$ cat src/rtl/mips_ctrl_pkg.sv
// Shared constants and types for the multi-cycle MIPS controller:
// ALU operation codes (common with the ALU), opcode/funct encodings,
// FSM state enum and the decoded-instruction bundle.
package mips_ctrl_pkg;

  localparam int XLEN_DEF  = 32;
  localparam int RF_AW_DEF = 5;

  // ALU operation codes
  localparam logic [5:0] ALUC_SLL  = 6'b000000;
  localparam logic [5:0] ALUC_SRL  = 6'b000010;
  localparam logic [5:0] ALUC_SRA  = 6'b000011;
  localparam logic [5:0] ALUC_SLLV = 6'b000100;
  localparam logic [5:0] ALUC_SRLV = 6'b000110;
  localparam logic [5:0] ALUC_SRAV = 6'b000111;
  localparam logic [5:0] ALUC_LUI  = 6'b001111;
  localparam logic [5:0] ALUC_ADD  = 6'b100000;
  localparam logic [5:0] ALUC_ADDU = 6'b100001;
  localparam logic [5:0] ALUC_SUB  = 6'b100010;
  localparam logic [5:0] ALUC_SUBU = 6'b100011;
  localparam logic [5:0] ALUC_AND  = 6'b100100;
  localparam logic [5:0] ALUC_OR   = 6'b100101;
  localparam logic [5:0] ALUC_XOR  = 6'b100110;
  localparam logic [5:0] ALUC_NOR  = 6'b100111;
  localparam logic [5:0] ALUC_SLT  = 6'b101010;
  localparam logic [5:0] ALUC_SLTU = 6'b101011;

  // Primary opcodes
  localparam logic [5:0] OP_RTYPE = 6'b000000;
  localparam logic [5:0] OP_BEQ   = 6'b000100;
  localparam logic [5:0] OP_BNE   = 6'b000101;
  localparam logic [5:0] OP_ADDI  = 6'b001000;
  localparam logic [5:0] OP_ADDIU = 6'b001001;
  localparam logic [5:0] OP_SLTI  = 6'b001010;
  localparam logic [5:0] OP_SLTIU = 6'b001011;
  localparam logic [5:0] OP_ANDI  = 6'b001100;
  localparam logic [5:0] OP_ORI   = 6'b001101;
  localparam logic [5:0] OP_XORI  = 6'b001110;
  localparam logic [5:0] OP_LUI   = 6'b001111;

  // R-type funct that is not an ALU op
  localparam logic [5:0] FN_JR = 6'b001000;

  typedef enum logic [2:0] {
    S_IDLE,
    S_DECODE,
    S_READ,
    S_EXEC,
    S_RETIRE
  } state_t;

  typedef enum logic [1:0] {
    A_RS,
    A_SHAMT,
    A_IMM
  } asel_t;

  typedef enum logic [1:0] {
    B_RT,
    B_IMM,
    B_ZERO
  } bsel_t;

  typedef struct packed {
    logic [5:0]  aluc;
    asel_t       a_sel;
    bsel_t       b_sel;
    logic [31:0] imm;
    logic [4:0]  wb_dst;
    logic        wb_req;
    logic        is_beq;
    logic        is_bne;
    logic        is_jr;
    logic        ovf_chk;
    logic        illegal;
  } dec_t;

endpackage

$ cat src/rtl/mips_ctrl_decode.sv
// Combinational instruction decoder: maps an instruction word to ALU code,
// operand selects, extended immediate, writeback destination and
// branch/jump/illegal/overflow-check flags.
module mips_ctrl_decode
  import mips_ctrl_pkg::*;
(
  input  logic [31:0] instr,
  output dec_t        dec
);

  logic [5:0]  op;
  logic [5:0]  funct;
  logic [15:0] imm16;

  assign op    = instr[31:26];
  assign funct = instr[5:0];
  assign imm16 = instr[15:0];

  // Decode opcode/funct into control bundle
  always_comb begin
    dec        = '0;
    dec.a_sel  = A_RS;
    dec.b_sel  = B_RT;
    dec.aluc   = ALUC_ADDU;
    dec.imm    = {{16{imm16[15]}}, imm16};
    unique case (op)
      OP_RTYPE: begin
        dec.wb_dst = instr[15:11];
        dec.wb_req = 1'b1;
        unique case (funct)
          ALUC_ADD, ALUC_ADDU, ALUC_SUB, ALUC_SUBU,
          ALUC_AND, ALUC_OR, ALUC_XOR, ALUC_NOR,
          ALUC_SLT, ALUC_SLTU, ALUC_SLLV, ALUC_SRLV, ALUC_SRAV: begin
            dec.aluc = funct;
          end
          ALUC_SLL, ALUC_SRL, ALUC_SRA: begin
            dec.aluc  = funct;
            dec.a_sel = A_SHAMT;
          end
          FN_JR: begin
            dec.wb_req = 1'b0;
            dec.is_jr  = 1'b1;
          end
          default: begin
            dec.wb_req  = 1'b0;
            dec.illegal = 1'b1;
          end
        endcase
      end
      OP_ADDI, OP_ADDIU, OP_SLTI, OP_SLTIU: begin
        dec.b_sel  = B_IMM;
        dec.wb_dst = instr[20:16];
        dec.wb_req = 1'b1;
        unique case (op)
          OP_ADDI:  dec.aluc = ALUC_ADD;
          OP_ADDIU: dec.aluc = ALUC_ADDU;
          OP_SLTI:  dec.aluc = ALUC_SLT;
          default:  dec.aluc = ALUC_SLTU;
        endcase
      end
      OP_ANDI, OP_ORI, OP_XORI: begin
        dec.b_sel  = B_IMM;
        dec.imm    = {16'b0, imm16};
        dec.wb_dst = instr[20:16];
        dec.wb_req = 1'b1;
        unique case (op)
          OP_ANDI: dec.aluc = ALUC_AND;
          OP_ORI:  dec.aluc = ALUC_OR;
          default: dec.aluc = ALUC_XOR;
        endcase
      end
      OP_LUI: begin
        dec.aluc   = ALUC_LUI;
        dec.a_sel  = A_IMM;
        dec.b_sel  = B_ZERO;
        dec.imm    = {16'b0, imm16};
        dec.wb_dst = instr[20:16];
        dec.wb_req = 1'b1;
      end
      OP_BEQ: begin
        dec.aluc   = ALUC_SUBU;
        dec.is_beq = 1'b1;
      end
      OP_BNE: begin
        dec.aluc   = ALUC_SUBU;
        dec.is_bne = 1'b1;
      end
      default: begin
        dec.illegal = 1'b1;
      end
    endcase
    dec.ovf_chk = ((dec.aluc == ALUC_ADD) || (dec.aluc == ALUC_SUB)) && !dec.illegal && !dec.is_jr;
  end

endmodule

$ cat src/rtl/mips_mc_ctrl.sv
// Multi-cycle MIPS control FSM driving the ALU interface:
// IDLE -> DECODE -> READ -> EXEC -> RETIRE -> IDLE, one instruction at a time.
// Optional macro TRAP_OVF_EN: ADD/SUB/ADDI overflow suppresses writeback and
// raises exc_ovf at retire; otherwise exc_ovf is constant 0.
module mips_mc_ctrl
  import mips_ctrl_pkg::*;
#(
  parameter int XLEN  = 32,
  parameter int RF_AW = 5
) (
  input  logic             clk,
  input  logic             rst,
  input  logic             instr_valid,
  output logic             instr_ready,
  input  logic [31:0]      instr,
  output logic [RF_AW-1:0] rs_addr,
  output logic [RF_AW-1:0] rt_addr,
  input  logic [XLEN-1:0]  rs_data,
  input  logic [XLEN-1:0]  rt_data,
  output logic [XLEN-1:0]  alu_a,
  output logic [XLEN-1:0]  alu_b,
  output logic [5:0]       aluc,
  input  logic [XLEN-1:0]  alu_r,
  input  logic             alu_zero,
  input  logic             alu_overflow,
  output logic             wb_en,
  output logic [RF_AW-1:0] wb_addr,
  output logic [XLEN-1:0]  wb_data,
  output logic             br_taken,
  output logic [XLEN-1:0]  br_target,
  output logic             br_abs,
  output logic             done,
  output logic             illegal,
  output logic             exc_ovf
);

  state_t           state_q, state_d;
  logic [31:0]      instr_q, instr_d;
  logic             instr_ready_q, instr_ready_d;
  logic [RF_AW-1:0] rs_addr_q, rs_addr_d, rt_addr_q, rt_addr_d;
  logic [XLEN-1:0]  rs_val_q, rs_val_d;
  logic [XLEN-1:0]  alu_a_q, alu_a_d, alu_b_q, alu_b_d;
  logic [5:0]       aluc_q, aluc_d;
  logic             wb_en_q, wb_en_d;
  logic [RF_AW-1:0] wb_addr_q, wb_addr_d;
  logic [XLEN-1:0]  wb_data_q, wb_data_d;
  logic             br_taken_q, br_taken_d;
  logic [XLEN-1:0]  br_target_q, br_target_d;
  logic             br_abs_q, br_abs_d;
  logic             done_q, done_d;
  logic             illegal_q, illegal_d;
  logic             exc_ovf_q, exc_ovf_d;
  logic             trap;
  dec_t             dec;

  mips_ctrl_decode u_decode (
    .instr (instr_q),
    .dec   (dec)
  );

`ifdef TRAP_OVF_EN
  assign trap = dec.ovf_chk & alu_overflow;
`else
  logic unused_ovf;
  assign unused_ovf = alu_overflow | dec.ovf_chk;
  assign trap       = 1'b0;
`endif

  // Next-state and next-output computation; retire strobes default low
  always_comb begin
    state_d     = state_q;
    instr_d     = instr_q;
    rs_addr_d   = rs_addr_q;
    rt_addr_d   = rt_addr_q;
    rs_val_d    = rs_val_q;
    alu_a_d     = alu_a_q;
    alu_b_d     = alu_b_q;
    aluc_d      = aluc_q;
    wb_addr_d   = wb_addr_q;
    wb_data_d   = wb_data_q;
    wb_en_d     = 1'b0;
    br_taken_d  = 1'b0;
    br_target_d = '0;
    br_abs_d    = 1'b0;
    done_d      = 1'b0;
    illegal_d   = 1'b0;
    exc_ovf_d   = 1'b0;
    unique case (state_q)
      S_IDLE: begin
        if (instr_valid) begin
          instr_d   = instr;
          rs_addr_d = instr[25:21];
          rt_addr_d = instr[20:16];
          state_d   = S_DECODE;
        end
      end
      S_DECODE: state_d = S_READ;
      S_READ: begin
        // Operands arrive this cycle and go straight into the registered ALU inputs
        rs_val_d = rs_data;
        aluc_d   = dec.aluc;
        unique case (dec.a_sel)
          A_SHAMT: alu_a_d = {27'b0, instr_q[10:6]};
          A_IMM:   alu_a_d = dec.imm;
          default: alu_a_d = rs_data;
        endcase
        unique case (dec.b_sel)
          B_IMM:   alu_b_d = dec.imm;
          B_ZERO:  alu_b_d = '0;
          default: alu_b_d = rt_data;
        endcase
        state_d = S_EXEC;
      end
      S_EXEC: begin
        wb_data_d  = alu_r;
        wb_addr_d  = dec.wb_dst;
        wb_en_d    = dec.wb_req && (dec.wb_dst != '0) && !trap;
        exc_ovf_d  = trap;
        br_taken_d = (dec.is_beq & alu_zero) | (dec.is_bne & ~alu_zero) | dec.is_jr;
        br_abs_d   = dec.is_jr;
        if (dec.is_jr) begin
          br_target_d = rs_val_q;
        end else if (dec.is_beq || dec.is_bne) begin
          br_target_d = {dec.imm[29:0], 2'b00};
        end
        done_d    = 1'b1;
        illegal_d = dec.illegal;
        state_d   = S_RETIRE;
      end
      S_RETIRE: state_d = S_IDLE;
      default:  state_d = S_IDLE;
    endcase
    instr_ready_d = (state_d == S_IDLE);
  end

  // State and registered outputs; reset discards any in-flight instruction
  always_ff @(posedge clk) begin
    if (rst) begin
      state_q       <= S_IDLE;
      instr_q       <= '0;
      instr_ready_q <= 1'b1;
      rs_addr_q     <= '0;
      rt_addr_q     <= '0;
      rs_val_q      <= '0;
      alu_a_q       <= '0;
      alu_b_q       <= '0;
      aluc_q        <= '0;
      wb_en_q       <= 1'b0;
      wb_addr_q     <= '0;
      wb_data_q     <= '0;
      br_taken_q    <= 1'b0;
      br_target_q   <= '0;
      br_abs_q      <= 1'b0;
      done_q        <= 1'b0;
      illegal_q     <= 1'b0;
      exc_ovf_q     <= 1'b0;
    end else begin
      state_q       <= state_d;
      instr_q       <= instr_d;
      instr_ready_q <= instr_ready_d;
      rs_addr_q     <= rs_addr_d;
      rt_addr_q     <= rt_addr_d;
      rs_val_q      <= rs_val_d;
      alu_a_q       <= alu_a_d;
      alu_b_q       <= alu_b_d;
      aluc_q        <= aluc_d;
      wb_en_q       <= wb_en_d;
      wb_addr_q     <= wb_addr_d;
      wb_data_q     <= wb_data_d;
      br_taken_q    <= br_taken_d;
      br_target_q   <= br_target_d;
      br_abs_q      <= br_abs_d;
      done_q        <= done_d;
      illegal_q     <= illegal_d;
      exc_ovf_q     <= exc_ovf_d;
    end
  end

  assign instr_ready = instr_ready_q;
  assign rs_addr     = rs_addr_q;
  assign rt_addr     = rt_addr_q;
  assign alu_a       = alu_a_q;
  assign alu_b       = alu_b_q;
  assign aluc        = aluc_q;
  assign wb_en       = wb_en_q;
  assign wb_addr     = wb_addr_q;
  assign wb_data     = wb_data_q;
  assign br_taken    = br_taken_q;
  assign br_target   = br_target_q;
  assign br_abs      = br_abs_q;
  assign done        = done_q;
  assign illegal     = illegal_q;
  assign exc_ovf     = exc_ovf_q;

endmodule

$ cat config.mk
export PLATFORM = sky130hd
export DESIGN_NAME = mips_mc_ctrl
export DESIGN_NICKNAME = d
export VERILOG_FILES = /design/src/rtl/mips_ctrl_pkg.sv /design/src/rtl/mips_ctrl_decode.sv /design/src/rtl/mips_mc_ctrl.sv
export SDC_FILE = /design/constraint.sdc
export NUM_CORES = 1
export LEC_CHECK = 0
export ABC_AREA = 1
export BUFFER_PORTS_ARGS = -buffer_cell sky130_fd_sc_hd__buf_2
export CAP_MARGIN = 25
export CORE_MARGIN = 4
export CORE_UTILIZATION = 50
export CTS_CLUSTER_SIZE = 30
export DETAILED_ROUTE_END_ITERATION = 6
export PLACE_DENSITY = 0.78
export SYNTH_ARGS = -nofsm -noshare
export SYNTH_HDL_FRONTEND = slang
export SYNTH_HIERARCHICAL = 1
export SYNTH_SLANG_ARGS = --single-unit
export TNS_END_PERCENT = 50
$ cat constraint.sdc
create_clock -name clk -period 2.65 [get_ports clk]
set_input_delay 0.1325 -clock clk [delete_from_list [all_inputs] [get_ports clk]]
set_output_delay 0.1325 -clock clk [all_outputs]
set_load 0.02 [all_outputs]
## Yosys cells after proc, flatten, opt, wreduce, memory -nomap -nowiden

Index checks and enable logic that the tools add are counted.
W data, S select, Z words.

| word-level totals | value |
|---|---|
| register bits after elaboration | 222 |
| input bits | 133 |
| output and inout bits | 156 |

| cells by class | value |
|---|---|
| mux-type cells | 23 |
| reduce and logical (&&, ||, !) cells | 19 |
| bitwise operators | 6 |
| equal/unequal tests | 33 |

Operator list:

| operator | number |
|---|---|
| $pmux W32 S2 | 2 |
| $mux W32 | 3 |
| $eq A6 B6 Y1 const B | 10 |
| $eq A6 B4 Y1 const B | 9 |
| $eq A6 B3 Y1 const B | 5 |
| $pmux W6 S5 | 1 |
| $reduce_or A17 Y1 | 1 |
| $reduce_or A16 Y1 | 1 |
| $eq A6 B2 Y1 const B | 2 |
| $logic_not A6 Y1 | 2 |
| $pmux W2 S2 | 3 |
| $pmux W3 S4 | 1 |
| $pmux W4 S3 | 1 |
| $pmux W6 S2 | 1 |
| $reduce_or A10 Y1 | 1 |
| $mux W1 | 8 |
| $reduce_or A4 Y1 | 2 |
| $reduce_or A8 Y1 | 1 |
| $reduce_or A7 Y1 | 1 |
| $eq A3 B2 Y1 const B | 2 |
| $logic_not A3 Y1 | 2 |
| $mux W6 | 1 |
| $reduce_or A3 Y1 | 2 |
| $reduce_bool A5 Y1 | 1 |
| 12 further kinds | 18 |

## Depth between registers and ports, before layout

Gate-level depths: netlist (run 1).

| logic depth | value |
|---|---|
| word-level depth | 6 |
| depth in mapped cells | 13 |
| gate-level depth less buffers | 11 |

## Hierarchy

Netlist (run 1), hierarchy kept.

Modules (own cells, without submodules):

| module | area an instance (um^2) | cells an instance | instances |
|---|---|---|---|
| mips_mc_ctrl | 9,008.6 | 1,326 | 1 |
| mips_ctrl_decode | 754.5 | 127 | 1 |

## Worst setup path after synthesis (run 1)

No wires, ideal clock.

| timing | value |
|---|---|
| path type | register to register |
| start point | register instr_q[31] |
| end point | register alu_b_q[0], in the netlist alu_b[0] |
| clock period less this slack | 1.985 ns |
| setup slack | 0.665 ns |
| data required time | 2.538 ns |
| arrival time | 1.874 ns |
| library setup time | 0.112 ns |
| stages on the path, launching flop included | 13 |
| cells stage by stage | dfxtp_1 > nor2_4 > inv_2 > nor2_4 > nand4_2 > inv_1 > inv_1 > ha_1 > buf_2 > buf_1 > o21ai_0 > nor2_1 > nor2_1 |

RTL lines:

| item | line | RTL |
|---|---|---|
| from (decl) | mips_mc_ctrl.sv:38 | `logic [31:0] instr_q, instr_d;` |
| from (signal assigned) | mips_mc_ctrl.sv:159 | `instr_q <= instr_d;` |
| to (signal assigned) | mips_mc_ctrl.sv:165 | `alu_b_q <= alu_b_d;` |
| to (decl) | mips_mc_ctrl.sv:42 | `logic [XLEN-1:0] alu_a_q, alu_a_d, alu_b_q, alu_b_d;` |

## Worst setup path after layout (run 1)

| timing | value |
|---|---|
| start point | register state_q[0] |
| end point | register instr_q[28] |

| on the way | value |
|---|---|
| cells in the longest elaborated chain, start to end | 2 |

Ends and longest elaborated chain:

| item | line | RTL |
|---|---|---|
| from (decl) | mips_mc_ctrl.sv:37 | `state_t state_q, state_d;` |
| from (signal assigned) | mips_mc_ctrl.sv:158 | `state_q <= state_d;` |
| $logic_not A3 Y1 | mips_mc_ctrl.sv:88 | `unique case (state_q)` |
| $reduce_and A2 Y1 (no line) | n/a |  |

No other way between the ends.
A chain may end at the register's enable or synchronous reset.

==> impl_results.md, run 1 <==
* Reg2reg end: instr_q[28]
* TritonCTS clock tree: done
* Setup TNS at 0 ps
* Hold Crit Class: input pin to flop
* Pwr Density at ~680 nW/um^2
* Synth Warn # at 6
* Routed vias at between 10000 and 15000
* Crit-path slowest cell: buf_4
* 1st-iter DRT viols at between 700 and 800
* R2R Setup Slk at 210 ps
* Final critical-path share of the clock period at 0.9190
* Crit path launch type: flop
* TritonRoute pass-1 iters at 5
* Setup crit end kind: flop
* LEAKAGE at between 0.006 and 0.007 uW
* Post-CTS setup buffer count at 0
* Routed Antenna Nets at 0
* Final critical-path required period at 2435 ps
* # DRC at 0
* Clock sinks at between 200 and 250
* Die H at 147.6 um
* Initial antenna violation count at 2
* Post-DP HPWL at 19070 um
* Worst-Skew Late Latency at 510 ps
* Setup Crit Path Kind: flop to flop
* Max-Cap Viols at 0
* Layout cell share with drive strength beyond 1 at 0.2195
* CP Depth at 7
* Clk buf depth at 3
* Worst setup path start: state_q[0]
* Placed inst area at 10920 um^2
* Worst-margin pin slew at 842.6 ps
* Cts repair resizes at 0
* Post-Syn Nets at 1585
* Clock skew at around 16 ps
* Syn_area_per_cell at 6.723 um^2
* Synthesized area at 9742 um^2
* Final core utilization at 0.6913
* Final GP Congestion at 0.9117
* Crit-path max FO at 65
* Post-Route WL at 32050 um
* Overall global routing resource usage at 0.2801
* Critical Path AT at 2820 ps
* Final non-filler cell total at 2058
* Per-cell routed wire length at 15.57 um
* Vias in the first global route at 9902
* Clock-pin slew on the worst setup and hold paths at around 60 ps
* CTS H-tree depth at 1
* Starting Density at 0.5139
* Unrepaired setup endpoints after global routing: no
* Wire length of the first global-routing pass at 50410 um
* Number of buffers created by CTS at 24
* CP required at 3030 ps
* Die span in x at roughly 150 um
* Die Area at 21780 um^2
* Hold_sp: alu_r[11]
* Crit path to: instr_q[28]
* Outcome: complete, no violations
* Final Max Tran Viols at 0
* GRT overflow at 0
* Fmax at 410.6 MHz
* WP buf/inv at 3
* Largest net degree at the start of global routing at 66
* Worst R2R Start: state_q[0]
* Hold Fails Final Rpt at 0
* Final #Nets at about 1900
* Row cnt at 50
* Largest delay contributor family on the critical path: buffers and inverters
* Core area at around 19000 um^2
* Root Buffer: clkbuf_16
* I/O pin cnt at 289
* Peak VDD IR at 0.0004138 V
* P&R area growth vs syn at 34.51%
* Post-route cell area at 13100 um^2
* Register-to-Register Path Depth at 7
* Cells along the critical path: nor2_4 > buf_4 > nand2_1 > buf_4 > nand2_1 > a21oi_1 > dlygate4sd3_1
* Vias/cell at 5.017
* Max incr delay on CP at 590 ps
* Synthesized instance count at 1449
* Max_slew headroom at 0.4369
* Placed insts at 1879
* Port Buf Inserts at 286
* Final setup vio count at 0
[timing repair]
item,CTS,global route
hold buffers,132,0
endpoints found under the hold margin,149,0
endpoints found under the setup margin,0,0
[how the worst min path moves through the flow]
stage	slack, ps	end	depth (start not counted)
6_report	430	wb_data[11]	4
5_1_grt	440	wb_data[8]	4
4_1_cts	410	wb_data[11]	4
3_5_place_dp	380	wb_data[8]	3
3_3_place_gp	370	wb_data[8]	3
2_1_floorplan	280	wb_data[10]	2
[per-layer routing]
layer,up-vias,part of all wire,GRT usage
li1,5126,-,-
met1,4609,0.40,0.3583
met2,501,0.47,0.4758
met3,89,0.085,0.04690
met4,0,0.037,0.1048
met5,-,0,0
[report_power, final]
group,internal [uW],switching (uW)
Clock,2120,1320
Sequential,3440,186
Combinational,698,1200
[flip-flops by register name (all words and copies together), names as in the netlist]
signal,cells
rs_val_q,32
wb_en,1
alu_b,32
br_taken,1
br_target,32
instr_q,32
br_abs,1
state_q,3
done,1
alu_a,32
wb_data,32
wb_addr,5
illegal,1
instr_ready,1
aluc,6
[tightest hold or removal path: cells and delay by family]
family	cells	cell delay [ps]
AO/OA/AOI/OAI	1	60
buffers and inverters	2	620
AND/OR/NAND/NOR	1	80
[layout make-up]
class                           instances  area, um^2
Antenna cell                            3       7.507
Clock inverter                         11       133.9
Clock buffer                           32       691.9
Tap cell                              260       325.3
Fill cell                            1574        5852
Timing Repair Buffer                  440        2988
Sequential cell                       212        4244
Inverter                              100       377.9
Multi-Input combinational cell       1000        4335
[placed cells by master, fill, tap and decap left out, types with 8 or more instances in the layout]
master	instances
nand2_1	345
nor2_1	324
buf_2	286
dfxtp_1	212
dlygate4sd3_1	132
o21ai_0	107
nand3_1	100
inv_1	89
a21oi_1	70
clkbuf_16	25
buf_4	17
inv_2	10
nor2_4	8
nor2_2	8
[stage by stage]
step	hold WS [ps]	setup slack [ps]	total power, uW
2_1_floorplan	279.0	664.8	4911
3_3_place_gp	371.6	434.6	5338
3_5_place_dp	383.7	392.8	5369
4_1_cts	409.5	246.1	8944
5_1_grt	437.4	27.83	9376
6_report	430.7	214.7	8962
(Power assumes the default switching activity.)
==> run 2: changes to the inputs <==
--- a/config.mk
+++ b/config.mk
@@ -9,10 +9,11 @@
 export BUFFER_PORTS_ARGS = -buffer_cell sky130_fd_sc_hd__buf_2
 export CAP_MARGIN = 25
 export CORE_MARGIN = 4
-export CORE_UTILIZATION = 50
+export CORE_UTILIZATION = 52
 export CTS_CLUSTER_SIZE = 30
 export DETAILED_ROUTE_END_ITERATION = 6
-export PLACE_DENSITY = 0.78
+export MAX_ROUTING_LAYER = met4
+export PLACE_DENSITY_LB_ADDON = 0.3
 export SYNTH_ARGS = -nofsm -noshare
 export SYNTH_HDL_FRONTEND = slang
 export SYNTH_HIERARCHICAL = 1
==> run 2 against run 1 <==
- final area is 0.80% lower
- critical path type unchanged
- maximum frequency is 8.9% higher
- first-iteration DRC count fell by 23%
- combinational power about the same
- clock power shrank 1%
- critical path depth grew 4
- routed wire length down 1.9%
- final cell count down 1.8%
- critical endpoint is now alu_b[5]
- hold slack lost 400 ps
==> impl_results.md, run 2 (synthesis gave the netlist of run 1 again) <==
* Outcome: complete, no violations
* Per-cell routed wire length at roughly 16 um
* Max incr delay on CP at 330 ps
* TritonCTS clock tree: done
* Routed vias at 10400
* LEAKAGE at approximately 0.0062 uW
* TritonRoute pass-1 iters at 6
* CTS H-tree depth at 1
* Most common cell after layout, fill and taps aside: nand2_1
* Setup Crit Path Kind: flop to flop
* Final #Nets at 1910
* Routed Antenna Nets at 0
* Core area at 18210 um^2
* Vias/cell at 5.148
* Layout cell share with drive strength beyond 1 at 0.2184
* Initial antenna violation count at 2
* Worst Hold Path Cells at 5
* Final critical-path share of the clock period at 0.8443
* Metal2 WL at 14430 um
* Final GP Congestion at 0.9049
* Final Max Tran Viols at 0
* Final critical-path required period at 2237 ps
* Wire length of the first global-routing pass at slightly below 50000 um
* Hold Fails Final Rpt at 0
* Placed insts at 1849
* CP required at 3080 ps
* Setup TNS at 0 ps
* Starting Density at 0.5350
* Max_slew headroom at 0.3105
* Root Buffer: clkbuf_16
* Final core utilization at 0.7139
* Cells along the critical path: nor2_4 > inv_2 > nor2_4 > inv_2 > a31oi_1 > ha_2 > buf_4 > nand2_1 > o21ai_0 > nor2_1 > nor2_1
* Unrepaired setup endpoints after global routing: no
* Post-CTS setup buffer count at 0
* Register-to-Register Path Depth at 11
* P&R area growth vs syn at 33.43%
* Hold Crit Class: input pin to flop
* Die H at 144.9 um
* I/O pin cnt at about 290
* Row cnt at 49
* Peak VDD IR at 0.0004645 V
* Die Area at between 20000 and 25000 um^2
* Number of buffers created by CTS at 23
* Final setup vio count at 0
* Pwr Density at 685.8 nW/um^2
* Clk buf depth at 3
* Clock skew at 9.403 ps
* Max-Cap Viols at 0
* DR WL met3 at 2664 um
* Port Buf Inserts at 286
* Final non-filler cell total at 2021
* Crit-path max FO at 32
* Clock-pin slew on the worst setup and hold paths at 60 ps
* Critical Path AT at 2670 ps
* Uppermost routed layer: met4
* GRT overflow at 0
* Worst-margin pin slew at 1033 ps
* Placed inst area at 10900 um^2
* Largest net degree at the start of global routing at 69
* Fmax at 447.0 MHz
* Worst-Skew Late Latency at around 510 ps
* Crit-path slowest cell: dfxtp_1
* M1 WL at approximately 13000 um
* Most frequent cells in the layout: nand2_1 (345), nor2_1 (324), buf_2 (286), dfxtp_1 (211), dlygate4sd3_1 (129)
* 1st-iter DRT viols at approximately 590
* Post-DP HPWL at 18980 um
* FILL cells at roughly 1500
* Post-route cell area at 13000 um^2
* Setup crit end kind: flop
* Clock sinks at 212
* Overall global routing resource usage at 0.2968
* Die span in x at ~140 um
* Crit path launch type: flop
* Vias in the first global route at 9804
* Post-Route WL at approximately 31000 um
* # DRC at 0
## run 2: metal layers
layer	vias to the layer above	global-route usage
li1	5116	-
met1	4677	0.3707
met2	503	0.4704
met3	108	0.04864
met4	0	0.1394
met5	-	-
## run 2: path summary, 6_finish.rpt
check              startpoint           end  slack (ps)
hold / removal       alu_zero      br_taken          30
setup reg to reg  instr_q[31]      alu_b[5]         410
hold reg to reg   rs_val_q[1]  br_target[1]         430
setup / recovery  instr_q[31]      alu_b[5]         410
## run 2: final cells by class
class	count	area, um^2	share of cell area
clock inverter	9	148.9	0.01145
multi-input combinational	1000	4335	0.3335
tap	229	286.5	0.02204
clock buffer	32	649.4	0.04996
timing repair buffer	437	2950	0.2270
inverter	100	377.9	0.02907
antenna	2	5.005	0.0003850
sequential	212	4245	0.3266
## run 2: power breakdown
part,internal [uW],total [uW],switching [uW]
sequential,3440,3620,183
clock,2100,3400,1300
combinational,699,1890,1200
total,6230,8910,2680
## run 2: timing repair
action,in CTS,in global routing
resized for setup,0,0
setup endpoints to repair,0,0
endpoints found under the hold margin,146,0
hold buffers,129,0
## run 2: through the flow
| step | hold slack (ps) | worst slack (ps) | total power, uW |
|---|---|---|---|
| 3_3_place_gp | 377.1 | 559.7 | 5341 |
| 4_1_cts | 21.36 | 472.2 | 8903 |
| 2_1_floorplan | 279.0 | 664.8 | 4911 |
| 3_5_place_dp | 381.5 | 483.0 | 5377 |
| 6_report | 31.04 | 412.7 | 8914 |
| 5_1_grt | 64.07 | 283.4 | 9324 |
## run 2: critical path, delay by kind of cell (launching register included)
| family | cells | cell delay [ps] |
|---|---|---|
| flops | 1 | 330 |
| simple gates | 5 | 710 |
| fa+ha+maj | 1 | 220 |
| buf+inv | 3 | 440 |
| compound gates | 2 | 440 |
==> run 3: changes to the inputs <==
--- a/config.mk
+++ b/config.mk
@@ -5,11 +5,11 @@
 export SDC_FILE = /design/constraint.sdc
 export NUM_CORES = 1
 export LEC_CHECK = 0
-export ABC_AREA = 1
+export ABC_AREA = 0
 export BUFFER_PORTS_ARGS = -buffer_cell sky130_fd_sc_hd__buf_2
 export CAP_MARGIN = 25
 export CORE_MARGIN = 4
-export CORE_UTILIZATION = 52
+export CORE_UTILIZATION = 51
 export CTS_CLUSTER_SIZE = 30
 export DETAILED_ROUTE_END_ITERATION = 6
 export MAX_ROUTING_LAYER = met4
==> constraint.sdc (replaced) <==
create_clock -name clk -period 2.3 [get_ports clk]
set_input_delay 0.115 -clock clk [delete_from_list [all_inputs] [get_ports clk]]
set_output_delay 0.115 -clock clk [all_outputs]
set_load 0.02 [all_outputs]
==> run 3 against run 2 <==
- global-route usage down 1.0 points
- count of clock-buffer cells in the layout up 1
- routed wire length down 9.0%
- setup slack worse by 290 ps
- synthesized area down 11%
- maximum frequency up 3.0%
- clock power up 3%
- final area down 7.2%
- total power up 15%
- first-iteration DRC count up 9.0%
- register-to-register slack worse by 290 ps
- highest routed layer unchanged
==> impl_results.md, run 3 <==
* Outcome: complete, no violations
* CP required at 2690 ps
* Worst slack, placed at 136.8 ps
* Sw Pwr at roughly 3200 uW
* Crit path launch type: flop
* I/O pin cnt at approximately 290
* R2R Setup Slk at 130 ps
* Starting Density at 0.5210
* Syn_area_per_cell at between 8 and 9 um^2
* Worst-margin pin slew at 941.3 ps
* Vias in the first global route at between 8000 and 9000
* Int Pwr at around 7100 uW
* Clock-pin slew on the worst setup and hold paths at ~60 ps
* P&R area growth vs syn at 39.09%
* Post-CTS setup buffer count at 0
* Clock group share of total power at 0.341
* Setup TNS at 0 ps
* Synthesized instance count at ~1000
* GRT overflow at 0
* Die span in x at 138.4 um
* Final core utilization at 0.7247
* Routed vias at just under 9000
* Unrepaired setup endpoints after global routing: no
* Critical Path AT at between 2000 and 3000 ps
* Synthesized area at 8671 um^2
* Initial antenna violation count at 0
* # DRC at 0
* Setup crit end kind: flop
* Hold Crit Class: input pin to flop
* Hold Fails Final Rpt at 0
* Post-DP HPWL at 16950 um
* Pwr Density at 852.2 nW/um^2
* Number of buffers created by CTS at 23
* Most frequent cells in the layout: buf_2 (285), nand2_1 (250), dfxtp_1 (212), dlygate4sd3_1 (128), a21oi_1 (113)
* Combinational Power Share at 0.247
* Root Buffer: clkbuf_16
* Post-Route WL at 28630 um
* Max-Cap Viols at 0
* Peak VDD IR at 0.0006238 V
* Sequential power share at 0.413
* Crit-path max FO at 32
* Routed Antenna Nets at 0
* Clock sinks at 212
* Most common cell after layout, fill and taps aside: buf_2
* Core area at between 15000 and 20000 um^2
* Final critical-path share of the clock period at 0.9445
* TritonRoute pass-1 iters at 5
* Post-Syn Nets at 1175
* Switching share of power at 0.3096
* Final setup vio count at 0
* Synth Warn # at 6
* Cells along the critical path: nor4_4 > and2_1 > nand2_1 > nor2_1 > inv_1 > ha_4 > buf_12 > nand3b_1 > a311oi_1
* Final GP Congestion at 0.8461
* Worst-Skew Late Latency at ~500 ps
* Crit-path slowest cell: dfxtp_1
* Clk buf depth at 3
* Per-cell routed wire length at 17.72 um
* Layout cell share with drive strength beyond 1 at 0.2753
* Wire length of the first global-routing pass at 44730 um
* CTS H-tree depth at 1
* Setup Crit Path Kind: flop to flop
* Setup slack after layout at 127.7 ps
* Final Max Tran Viols at 0
* Final #Nets at ~1500
* LEAKAGE at 0.005109 uW
* TritonCTS clock tree: done
* Fmax at 460.3 MHz
* 1st-iter DRT viols at 642
* Overall global routing resource usage at 0.2863
* Die H at around 140 um
* Clock skew at 12.69 ps
* Max_slew headroom at 0.3725
* Max incr delay on CP at 350 ps
* Die Area at 19150 um^2
* Largest net degree at the start of global routing at 174
* Port Buf Inserts at 286
* Row cnt at 47
* Vias/cell at 5.517
* Design Power at 10280 uW
* Final critical-path required period at 2172 ps
* Final hold slack at 6.735 ps
## run 3: cell count changes in the layout (fill, tap and decap cells not counted), sizes merged, moves of 32 or more
cell    change
nand3      -99
o21ai     -113
a221oi     +32
a21oi      +44
nand2     -102
nor2      -240
inv        -93
## run 3: critical path, delay by kind of cell, from the launching register on
family                     cells  cell delay, ps
adders and majority gates      1             270
DFF                            1             350
buffers and inverters          2             260
and+or+nand+nor                5             860
AOI/OAI and AO/OA              1             300
## run 3: metrics by stage
stage,cell area [um^2],cells
final,12060,1616
after global placement,10010,1446
after floorplan,8677,1039
after CTS,12010,1614
after global routing,12060,1615
after detailed placement,10010,1446
## run 3: per-layer routing
| layer | vias to the layer above | GRT usage | share of wire |
|---|---|---|---|
| li1 | 4204 | - | - |
| met1 | 4183 | 0.3340 | 0.38 |
| met2 | 451 | 0.4964 | 0.51 |
| met3 | 77 | 0.04627 | 0.076 |
| met4 | 0 | 0.1087 | 0.036 |
| met5 | - | - | 0 |
## run 3: worst paths after layout
path,cells after the start,endpoint,from
setup / recovery,9,alu_a[26],instr_q[29]
hold / removal,3,alu_b[21],rt_data[21]
setup reg to reg,9,alu_a[26],instr_q[29]
hold reg to reg,2,wb_data[28],wb_data[28]
## run 3: cell type report
class,count,area (um^2)
Clock inverter,7,62.56
Multi-Input combinational cell,689,3745
Tap cell,220,275.3
Antenna cell,1,2.502
Sequential cell,212,4244
Inverter,8,30.03
Timing Repair Buffer,446,3048
Fill cell,1199,4582
Clock buffer,33,653.1
## run 3: timing repair
item	CTS	global route
endpoints found under the hold margin	153	0
setup endpoints to repair	0	32
resized for setup	0	3
hold buffers	128	0
## run 3: power by group through the flow
stage | Combinational [uW] | Clock, uW | Sequential [uW]
floorplan | 1360 | 0 | 4530
detailed placement | 2250 | 0 | 4310
global placement | 2220 | 0 | 4300
CTS | 2440 | 3550 | 4230
global route | 2750 | 3700 | 4270
finish | 2540 | 3500 | 4240
